$ cat src/rtl/muldiv_pkg.sv
// Shared definitions for the M-extension execute unit: funct3 encodings,
// FSM state type and small op-decode helpers.
package muldiv_pkg;

  localparam logic [2:0] MD_MUL    = 3'b000;
  localparam logic [2:0] MD_MULH   = 3'b001;
  localparam logic [2:0] MD_MULHSU = 3'b010;
  localparam logic [2:0] MD_MULHU  = 3'b011;
  localparam logic [2:0] MD_DIV    = 3'b100;
  localparam logic [2:0] MD_DIVU   = 3'b101;
  localparam logic [2:0] MD_REM    = 3'b110;
  localparam logic [2:0] MD_REMU   = 3'b111;

  typedef enum logic [1:0] {
    ST_IDLE,
    ST_MUL_BUSY,
    ST_DIV_BUSY,
    ST_DONE
  } state_t;

  function automatic logic is_div(input logic [2:0] op);
    return op[2];
  endfunction

  function automatic logic is_signed_div(input logic [2:0] op);
    return op[2] & ~op[0];
  endfunction

  function automatic logic is_rem(input logic [2:0] op);
    return op[2] & op[1];
  endfunction

  function automatic logic mul_a_signed(input logic [2:0] op);
    return (op == MD_MULH) || (op == MD_MULHSU);
  endfunction

  function automatic logic mul_b_signed(input logic [2:0] op);
    return op == MD_MULH;
  endfunction

endpackage

$ cat src/rtl/muldiv_unit_div_iter.sv
// Radix-2 restoring divider on unsigned operands. The start edge already
// performs the first quotient step, so XLEN steps finish in XLEN edges.
module div_iter #(
  parameter int XLEN = 32
) (
  input  logic            clk,
  input  logic            rst_n,
  input  logic            i_start,
  input  logic            i_abort,
  input  logic [XLEN-1:0] i_dividend,
  input  logic [XLEN-1:0] i_divisor,
  output logic [XLEN-1:0] o_quotient,
  output logic [XLEN-1:0] o_remainder,
  output logic            o_done
);

  localparam int CNT_W = $clog2(XLEN);

  logic [XLEN-1:0]  r_rem;
  logic [XLEN-1:0]  r_quot;
  logic [XLEN-1:0]  r_div;
  logic [CNT_W-1:0] r_cnt;
  logic             r_active;

  logic [XLEN-1:0]  w_rem_in;
  logic [XLEN-1:0]  w_quot_in;
  logic [XLEN-1:0]  w_div_in;
  logic [XLEN:0]    w_shift;
  logic [XLEN:0]    w_diff;

  assign w_rem_in  = i_start ? '0 : r_rem;
  assign w_quot_in = i_start ? i_dividend : r_quot;
  assign w_div_in  = i_start ? i_divisor : r_div;
  assign w_shift   = {w_rem_in, w_quot_in[XLEN-1]};
  assign w_diff    = w_shift - {1'b0, w_div_in};

  always_ff @(posedge clk or negedge rst_n) begin
    if (!rst_n) begin
      r_rem    <= '0;
      r_quot   <= '0;
      r_div    <= '0;
      r_cnt    <= '0;
      r_active <= 1'b0;
    end else if (i_abort) begin
      r_cnt    <= '0;
      r_active <= 1'b0;
    end else if (i_start || (r_active && r_cnt != '0)) begin
      r_div    <= w_div_in;
      r_quot   <= {w_quot_in[XLEN-2:0], ~w_diff[XLEN]};
      r_rem    <= w_diff[XLEN] ? w_shift[XLEN-1:0] : w_diff[XLEN-1:0];
      r_cnt    <= i_start ? CNT_W'(XLEN - 1) : r_cnt - 1'b1;
      r_active <= 1'b1;
    end else begin
      // done is a single-cycle pulse
      r_active <= 1'b0;
    end
  end

  assign o_quotient  = r_quot;
  assign o_remainder = r_rem;
  assign o_done      = r_active && (r_cnt == '0);

endmodule

$ cat src/rtl/muldiv_unit.sv
// RV32M/RV64M multiply/divide execute unit with valid/ready handshake.
// state    | meaning
// IDLE     | in_ready=1, waiting for a request
// MUL_BUSY | multiply latency countdown
// DIV_BUSY | iterative divider running
// DONE     | out_valid=1, result held until out_ready
module muldiv_unit
  import muldiv_pkg::*;
#(
  parameter int XLEN    = 32,
  parameter int MUL_LAT = 2,
  parameter int TAG_W   = 5
) (
  input  logic             clk,
  input  logic             rst_n,
  input  logic             in_valid,
  output logic             in_ready,
  input  logic [2:0]       op,
  input  logic [XLEN-1:0]  srcA,
  input  logic [XLEN-1:0]  srcB,
  input  logic [TAG_W-1:0] tag_in,
  input  logic             flush,
  output logic             out_valid,
  input  logic             out_ready,
  output logic [XLEN-1:0]  result,
  output logic [TAG_W-1:0] tag_out
);

  localparam int CNT_W = (MUL_LAT > 1) ? $clog2(MUL_LAT) : 1;
  localparam logic [XLEN-1:0] MOST_NEG = {1'b1, {(XLEN-1){1'b0}}};

  state_t           r_state;
  state_t           w_state_nxt;
  logic [2:0]       r_op;
  logic [XLEN-1:0]  r_a;
  logic [XLEN-1:0]  r_b;
  logic [TAG_W-1:0] r_tag;
  logic [XLEN-1:0]  r_result;
  logic [CNT_W-1:0] r_cnt;
  logic             r_neg_q;
  logic             r_neg_r;

  logic             w_accept;
  logic             w_sdiv;
  logic             w_b_zero;
  logic             w_ovf;
  logic             w_div_special;
  logic             w_div_start;
  logic             w_div_done;
  logic [XLEN-1:0]  w_special_res;
  logic [XLEN-1:0]  w_abs_a;
  logic [XLEN-1:0]  w_abs_b;
  logic [XLEN-1:0]  w_quot;
  logic [XLEN-1:0]  w_rem;
  logic [XLEN-1:0]  w_div_res;
  logic [2:0]       w_mop;
  logic [XLEN-1:0]  w_ma;
  logic [XLEN-1:0]  w_mb;
  logic [2*XLEN-1:0] w_ea;
  logic [2*XLEN-1:0] w_eb;
  logic [2*XLEN-1:0] w_prod;
  logic [XLEN-1:0]  w_mul_res;

  assign w_accept      = in_valid && (r_state == ST_IDLE) && !flush;
  assign w_sdiv        = is_signed_div(op);
  assign w_b_zero      = (srcB == '0);
  assign w_ovf         = w_sdiv && (srcA == MOST_NEG) && (srcB == '1);
  assign w_div_special = is_div(op) && (w_b_zero || w_ovf);
  assign w_div_start   = w_accept && is_div(op) && !w_div_special;
  assign w_abs_a       = (w_sdiv && srcA[XLEN-1]) ? -srcA : srcA;
  assign w_abs_b       = (w_sdiv && srcB[XLEN-1]) ? -srcB : srcB;

  always_comb begin
    w_special_res = '0;
    if (w_b_zero) w_special_res = is_rem(op) ? srcA : '1;
    else if (w_ovf) w_special_res = is_rem(op) ? '0 : MOST_NEG;
  end

  div_iter #(.XLEN(XLEN)) u_div (
    .clk         (clk),
    .rst_n       (rst_n),
    .i_start     (w_div_start),
    .i_abort     (flush),
    .i_dividend  (w_abs_a),
    .i_divisor   (w_abs_b),
    .o_quotient  (w_quot),
    .o_remainder (w_rem),
    .o_done      (w_div_done)
  );

  assign w_div_res = is_rem(r_op) ? (r_neg_r ? -w_rem : w_rem)
                                  : (r_neg_q ? -w_quot : w_quot);

  // Live operands feed the multiplier only when MUL_LAT==1 finishes at accept.
  assign w_mop     = (r_state == ST_IDLE) ? op : r_op;
  assign w_ma      = (r_state == ST_IDLE) ? srcA : r_a;
  assign w_mb      = (r_state == ST_IDLE) ? srcB : r_b;
  assign w_ea      = {{XLEN{mul_a_signed(w_mop) & w_ma[XLEN-1]}}, w_ma};
  assign w_eb      = {{XLEN{mul_b_signed(w_mop) & w_mb[XLEN-1]}}, w_mb};
  assign w_prod    = w_ea * w_eb;
  assign w_mul_res = (w_mop == MD_MUL) ? w_prod[XLEN-1:0] : w_prod[2*XLEN-1:XLEN];

  always_ff @(posedge clk or negedge rst_n) begin
    if (!rst_n) r_state <= ST_IDLE;
    else        r_state <= w_state_nxt;
  end

  always_comb begin
    w_state_nxt = r_state;
    case (r_state)
      ST_IDLE: begin
        if (w_accept) begin
          if (is_div(op)) w_state_nxt = w_div_special ? ST_DONE : ST_DIV_BUSY;
          else            w_state_nxt = (MUL_LAT == 1) ? ST_DONE : ST_MUL_BUSY;
        end
      end
      ST_MUL_BUSY: if (r_cnt == CNT_W'(1)) w_state_nxt = ST_DONE;
      ST_DIV_BUSY: if (w_div_done) w_state_nxt = ST_DONE;
      ST_DONE:     if (out_ready) w_state_nxt = ST_IDLE;
      default:     w_state_nxt = ST_IDLE;
    endcase
    if (flush) w_state_nxt = ST_IDLE;
  end

  always_ff @(posedge clk or negedge rst_n) begin
    if (!rst_n) begin
      r_op     <= '0;
      r_a      <= '0;
      r_b      <= '0;
      r_tag    <= '0;
      r_result <= '0;
      r_cnt    <= '0;
      r_neg_q  <= 1'b0;
      r_neg_r  <= 1'b0;
    end else if (w_accept) begin
      r_op    <= op;
      r_a     <= srcA;
      r_b     <= srcB;
      r_tag   <= tag_in;
      r_cnt   <= CNT_W'(MUL_LAT - 1);
      r_neg_q <= w_sdiv && (srcA[XLEN-1] ^ srcB[XLEN-1]);
      r_neg_r <= w_sdiv && srcA[XLEN-1];
      if (w_div_special)                   r_result <= w_special_res;
      else if (!is_div(op) && MUL_LAT == 1) r_result <= w_mul_res;
    end else if (!flush) begin
      case (r_state)
        ST_MUL_BUSY: begin
          if (r_cnt == CNT_W'(1)) r_result <= w_mul_res;
          else                    r_cnt    <= r_cnt - 1'b1;
        end
        ST_DIV_BUSY: if (w_div_done) r_result <= w_div_res;
        default: ;
      endcase
    end
  end

  assign in_ready  = (r_state == ST_IDLE);
  assign out_valid = (r_state == ST_DONE);
  assign result    = r_result;
  assign tag_out   = r_tag;

endmodule

$ cat config.mk
export PLATFORM = sky130hd
export DESIGN_NAME = muldiv_unit
export DESIGN_NICKNAME = d
export VERILOG_FILES = /design/src/rtl/muldiv_pkg.sv /design/src/rtl/muldiv_unit_div_iter.sv /design/src/rtl/muldiv_unit.sv
export SDC_FILE = /design/constraint.sdc
export NUM_CORES = 2
export LEC_CHECK = 0
export ABC_CLOCK_PERIOD_IN_PS = 11550
export CAP_MARGIN = 10
export CORE_ASPECT_RATIO = 1.5
export CORE_UTILIZATION = 55
export CTS_CLUSTER_DIAMETER = 40
export CTS_CLUSTER_SIZE = 14
export DETAILED_ROUTE_END_ITERATION = 8
export DONT_BUFFER_PORTS = 1
export HOLD_SLACK_MARGIN = 0.05
export PLACE_DENSITY = 0.7
export SYNTH_ARGS = -nofsm -noshare
export SYNTH_HDL_FRONTEND = slang
export SYNTH_SLANG_ARGS = --single-unit
$ cat constraint.sdc
create_clock -name clk -period 11.55 [get_ports clk]
set_clock_uncertainty 0.1 [all_clocks]
set_input_delay 0.5775 -clock clk [delete_from_list [all_inputs] [get_ports clk]]
set_output_delay 0.5775 -clock clk [all_outputs]
set_load 0.01 [all_outputs]
# Word level (Yosys, flattened, before mapping)
# Index checks and enable logic that the tools add are counted.
[totals]
word_cells = 115
output_inout_bits = 39
input_bits = 77
register_bits = 211
[classes]
n_mux = 40
bitwise_logic = 9
mul = 1
addsub = 7
reduce_logical = 29
eq_ne = 15
[ops]
columns = ["cell", "count"]
rows = [
  ["$mux W32", 21],
  ["$neg A32 Y32", 4],
  ["$eq A32 B32 Y1 const B", 2],
  ["$mul A33 B33 Y64", 1],
  ["$pmux W32 S2", 1],
  ["$sub A33 B32 Y33", 1],
  ["$logic_not A32 Y1", 1],
  ["$mux W5", 3],
  ["$logic_and A1 B1 Y1", 12],
  ["$mux W2", 6],
  ["$ne A3 B2 Y1 const B", 3],
  ["$pmux W2 S4", 1],
  ["$mux W1", 7],
  ["$ne A3 B3 Y1 const B", 2],
  ["$and A1 B1 Y1", 5],
  ["$logic_not A5 Y1", 1],
  ["$reduce_and A5 Y1", 1],
  ["$reduce_bool A5 Y1", 1],
  ["$sub A5 B1 Y5 const B", 1],
  ["$eq A2 B2 Y1 const B", 2],
  ["$ne A2 B1 Y1 const B", 2],
  ["$reduce_and A2 Y1", 2],
  ["$reduce_and A4 Y1", 1],
  ["$reduce_bool A2 Y1", 2],
  ["other kinds (13)", 18],
]

# Logic depth before layout (Yosys ltp)
[depth]
word_depth = 11
mapped_depth = 38
mapped_depth_nobuf = 35

# By module
# From an unflattened synthesis, not the netlist that was laid out.
[hier_totals]
hier_cells = 6164
hier_area_um2 = 53161.0
[by_module_without_submodules]
columns = ["module", "seq_area_each_um2", "cells_per_inst", "instances", "area_per_inst_um2"]
rows = [
  ["muldiv_unit", 2727.6, 5429, 1, 46532.1],
  ["div_iter", 2552.4, 735, 1, 6628.9],
]

# Least setup slack after synthesis
# OpenSTA, ideal clock, no wires.
[synth_path]
kind = "reg2reg"
from = "register r_state[0]"
to = "register r_result[28] (netlist: result[28])"
setup_time_ns = 0.124
path_buffers = 4
path_stages_with_launch = 35
t_arrival_ns = 9.525
period_less_slack_ns = 9.749
required_ns = 11.326
path_slack_ns = 1.801
cell_sequence = "dfrtp_1 -> inv_1 -> ha_1 -> buf_1 -> clkbuf_1 -> buf_1 -> clkbuf_1 -> mux2i_1 -> nor2_1 -> fa_1 -> inv_1 -> fa_1 -> inv_1 -> fa_1 -> fa_1 -> inv_1 -> fa_1 -> inv_1 -> fa_1 -> inv_1 -> fa_1 -> inv_1 -> fa_1 -> ha_1 -> nand3_1 -> nor2_1 -> nand4_1 -> o21ai_0 -> nand2_1 -> o41a_1 -> o31ai_1 -> a21oi_1 -> mux2i_1 -> o21ai_0 -> o31a_1"
[synth_between]
elab_chain_len = 11
elab_cells_between_ends = 26
classes_between = "1 x mul; 8 x eq/ne; 8 x mux; 2 x bitwise; 7 x reduce/logical"
[synth_lines]
columns = ["item", "line", "text"]
rows = [
  ["start, declared", "muldiv_unit.sv:32", "state_t r_state;"],
  ["start signal, assigned", "muldiv_unit.sv:105", "else r_state <= w_state_nxt;"],
  ["$logic_not A2 Y1 *", "-", ""],
  ["via in_ready", "muldiv_unit.sv:17", "output logic in_ready,"],
  ["$mux W3", "muldiv_unit.sv:95", "assign w_mop = (r_state == ST_IDLE) ? op : r_op;"],
  ["$eq A3 B1 Y1 / $eq A3 B2 Y1 (equally long branches)", "muldiv_pkg.sv:34, muldiv_pkg.sv:38", ""],
  ["$logic_or A1 B1 Y1", "muldiv_pkg.sv:34", "return (op == MD_MULH) || (op == MD_MULHSU);"],
  ["$and A1 B1 Y1", "muldiv_unit.sv:98", "assign w_ea = {{XLEN{mul_a_signed(w_mop) & w_ma[XLEN-1]}}, w_ma};"],
  ["$mul A33 B33 Y64", "muldiv_unit.sv:100", "assign w_prod = w_ea * w_eb;"],
  ["$mux W32", "muldiv_unit.sv:101", "assign w_mul_res = (w_mop == MD_MUL) ? w_prod[XLEN-1:0] : w_prod[2*XLEN-1:XLEN];"],
  ["$mux W32", "muldiv_unit.sv:148", "if (r_cnt == CNT_W'(1)) r_result <= w_mul_res;"],
  ["$pmux W32 S2", "muldiv_unit.sv:146", "case (r_state)"],
  ["$mux W32", "muldiv_unit.sv:145", "end else if (!flush) begin"],
  ["$mux W32", "muldiv_unit.sv:135", "end else if (w_accept) begin"],
  ["end signal, assigned", "muldiv_unit.sv:144", "else if (!is_div(op) && MUL_LAT == 1) r_result <= w_mul_res;"],
  ["end signal, assigned", "muldiv_unit.sv:148", ""],
  ["end signal, assigned", "muldiv_unit.sv:151", "ST_DIV_BUSY: if (w_div_done) r_result <= w_div_res;"],
  ["end, declared", "muldiv_unit.sv:38", "logic [XLEN-1:0] r_result;"],
]
# The timed path passes the listed nets; every way through them passes the cells marked *. The select of a mux whose other input is x is not followed.
# A chain may end at the register's enable or synchronous reset.

# Worst setup path after layout
[layout_path]
from = "register r_state[0]"
to = "register r_result[29] (netlist: result[29])"
# Same word-level chain as after synthesis.

==> qor.yml <==
floorplan:
  core_mm2: 0.09479
  num_io_pins: 116
  die_y_um: 381.4
  rows: 138
  start_util_pct: 55.68
  die_area_mm2: 0.09724
  die_w_um: 254.9
cts:
  clkLatencyLatePin_ps: 580
  cts-root-buf: "clkbuf_16"
  post_cts_buffers: 0
  cts_tree: "yes"
  cts_hold_buf: 65
  path_clk_slew_ps: 70
  cts_max_level: 1
  cts.repair.resized: 0
  cts_buffer_depth: 3
  cts.sinks: 211
  numCtsBuffers: 22
yosys:
  synth_area_mm2: 0.05278
  avgSynthCellArea_um2: 8.516
  synth-edff-count: 0
  seq_area_frac_synth_pct: 10.00
  dominantRegCellSynth: "dfrtp_1"
  netlist_instances: 6198
  synth_nets: 7656
  postSynth.asyncResetShare_pct: 100.0
  ys.warnings.count: 0
  ys_ff_latch: 211
  synthDistinctLibCells: 81
run_status:
  status: "finished, violations left"
  violations: "negative hold slack"
place:
  place.gp.congestion: 1.043
  post-dp-hpwl_um: 152100
  post_dp_cell_area_mm2: 0.05401
  io_buffers: 0
critical_path:
  reg2regPathDepth: 31
  slowest_stage: "buf_4"
  timing.rr.end: "result[29]$_DFFE_PN0P_"
  cpMostUsedCell: "fa_1"
  cp-end-kind: "register"
  critPathMaxStageDelay_ps: 660
  critPathLaunchType: "register"
  critPathMaxFanout: 49
  r2r_slack_ps: 1150
  critical_path_required_ps: 11950
  cp_data_arrival_time_ps: 10800
  reg2reg_from: "r_state[0]$_DFFE_PN0P_"
  path_class: "register to register"
finish:
  layout.cells.most_common: "inv_1"
  fillers: 8450
  drive_gt1_share_pct: 4.364
  area_growth_pct: 5.040
  postLayoutCellArea_mm2: 0.05544
  mostFrequentLayoutCells: "inv_1, nand2_1, fa_1"
  nNetsFinal: 7520
timing:
  worst_pin_slew_ps: 1180
  report.final.hold_viol_count: 7
  max_freq_ghz: 0.09617
  finalSetupTns_ps: 0
  fin_crit_ps: 10400
  slew_violations: 0
  hold_slack_ps: -7.703
  max_slew_margin_pct: 19.05
  setup_viol: 0
  min_period_over_period_pct: 90.03
  grt_setup_unrepaired: "false"
grt:
  antenna_found_initial: 10
  track_usage_pct: 41.64
  grt_first_pass_wirelength_um: 292700
  grt_max_degree: 212
  grt_overflow: 0
  grt_pass1_vias: 47200
detailed_routing:
  drt-initial-drc-count: 4107
  top_layer_used: "met5"
  wl_per_cell_um: 26.71
  wl_met3_um: 19770
  ant_nets: 0
  via_per_inst: 6.046
  met2_length_um: 91750
  met1_length_um: 62570
  routed_wl_um: 196100
  drcViolationCount: 0
  vias: 44370
  drt-pass1-iter-count: 8
run:
  maxCapViolations: 0
worst_hold_path:
  worstHoldPathType: "primary input to asynchronous set/reset pin"
-- cell families after synthesis --
logic type	count (synthesis)	synth area share, %
DFF	211	10.00
and+or+nand+nor	1988	15.61
buffers and inverters	1568	11.24
muxes	119	2.406
AOI/OAI and AO/OA	705	8.211
adders and majority gates	1381	48.75
xor gates and xnor gates	226	3.779
-- area by class of cell --
class / instances / area [um2] / area share (%)
antenna: 8 / 20.02 / 0.03611
clock buffer: 23 / 564.3 / 1.018
clock inverter: 11 / 138.9 / 0.2505
inverter: 1237 / 4643 / 8.375
multi-input combinational: 4419 / 41750 / 75.30
sequential: 211 / 5280 / 9.524
tap: 1260 / 1577 / 2.844
timing repair buffer: 171 / 1471 / 2.654
-- metrics by stage --
| stage | utilization [%] | worst slack [ps] | hold WS, ps | instances |
|---|---|---|---|---|
| after floorplan | - | 1801 | 181.9 | 6198 |
| after global placement | 56.98 | 1101 | 185.9 | 7230 |
| after detailed placement | 56.98 | 962.9 | 185.9 | 7230 |
| after CTS | 58.43 | 935.1 | 69.15 | 7329 |
| after global routing | 58.47 | 681.5 | 96.11 | 7334 |
| final | 58.49 | 1151 | -7.703 | 7340 |
-- registers in the layout, summed over array words and instances, names as in the netlist --
signal	cells
u_div.o_quotient	32
u_div.r_div	32
r_state	2
r_cnt	1
r_b	32
r_neg_q	1
result	32
r_neg_r	1
u_div.r_active	1
r_a	32
u_div.r_cnt	5
r_op	3
tag_out	5
u_div.o_remainder	32
-- metal layers --
metal  vias to the layer above  track usage [%]
met5                         -                0
met4                         4            37.15
met3                      1017            11.90
met2                      2539            66.58
met1                     22360            44.52
li1                      18460                -
-- cells in the mapped netlist (all sizes together), types with 14 or more instances --
| master | instances | area share, % |
|---|---|---|
| a211oi | 17 | 0.24 |
| a21o | 42 | 0.60 |
| a21oi | 205 | 1.9 |
| a221oi | 18 | 0.30 |
| a31oi | 32 | 0.38 |
| and2 | 78 | 0.93 |
| buf | 38 | 0.36 |
| clkbuf | 293 | 2.1 |
| dfrtp | 211 | 10 |
| fa | 1126 | 43 |
| ha | 255 | 6.0 |
| inv | 1236 | 8.8 |
| mux2 | 63 | 1.3 |
| mux2i | 56 | 1.1 |
| nand2 | 1182 | 8.4 |
| nand2b | 22 | 0.26 |
| nand3 | 35 | 0.34 |
| nand4 | 29 | 0.34 |
| nor2 | 502 | 3.6 |
| nor3 | 43 | 0.42 |
| o211ai | 22 | 0.31 |
| o21a | 17 | 0.24 |
| o21ai | 223 | 2.1 |
| o21bai | 21 | 0.30 |
| o31ai | 28 | 0.40 |
| o41ai | 23 | 0.40 |
| or2 | 14 | 0.17 |
| or3 | 18 | 0.21 |
| xnor2 | 145 | 2.4 |
| xor2 | 81 | 1.3 |
-- worst max path at each step --
stage                            from                endpoint  slack (ps)  cells past startpoint
6_report       r_state[0]$_DFFE_PN0P_  result[29]$_DFFE_PN0P_        1150                     31
2_1_floorplan  r_state[0]$_DFFE_PN0P_  result[28]$_DFFE_PN0P_        1800                     34
4_1_cts        r_state[0]$_DFFE_PN0P_  result[20]$_DFFE_PN0P_         940                     32
3_3_place_gp   r_state[0]$_DFFE_PN0P_  result[26]$_DFFE_PN0P_        1100                     33
3_5_place_dp   r_state[0]$_DFFE_PN0P_  result[20]$_DFFE_PN0P_         960                     32
5_1_grt        r_state[0]$_DFFE_PN0P_  result[28]$_DFFE_PN0P_         680                     32
-- critical path: cells and delay by family, from the launching register on --
family | cells | cell delay [ps]
adders and majority gates | 10 | 4740
DFF | 1 | 420
buffers and inverters | 11 | 2490
muxes | 1 | 610
AOI/OAI and AO/OA | 7 | 1640
and+or+nand+nor | 2 | 300
Power is left out: the tool's default activity adds up to more than one toggle a clock period on the data nets, which glitch-free logic cannot reach.
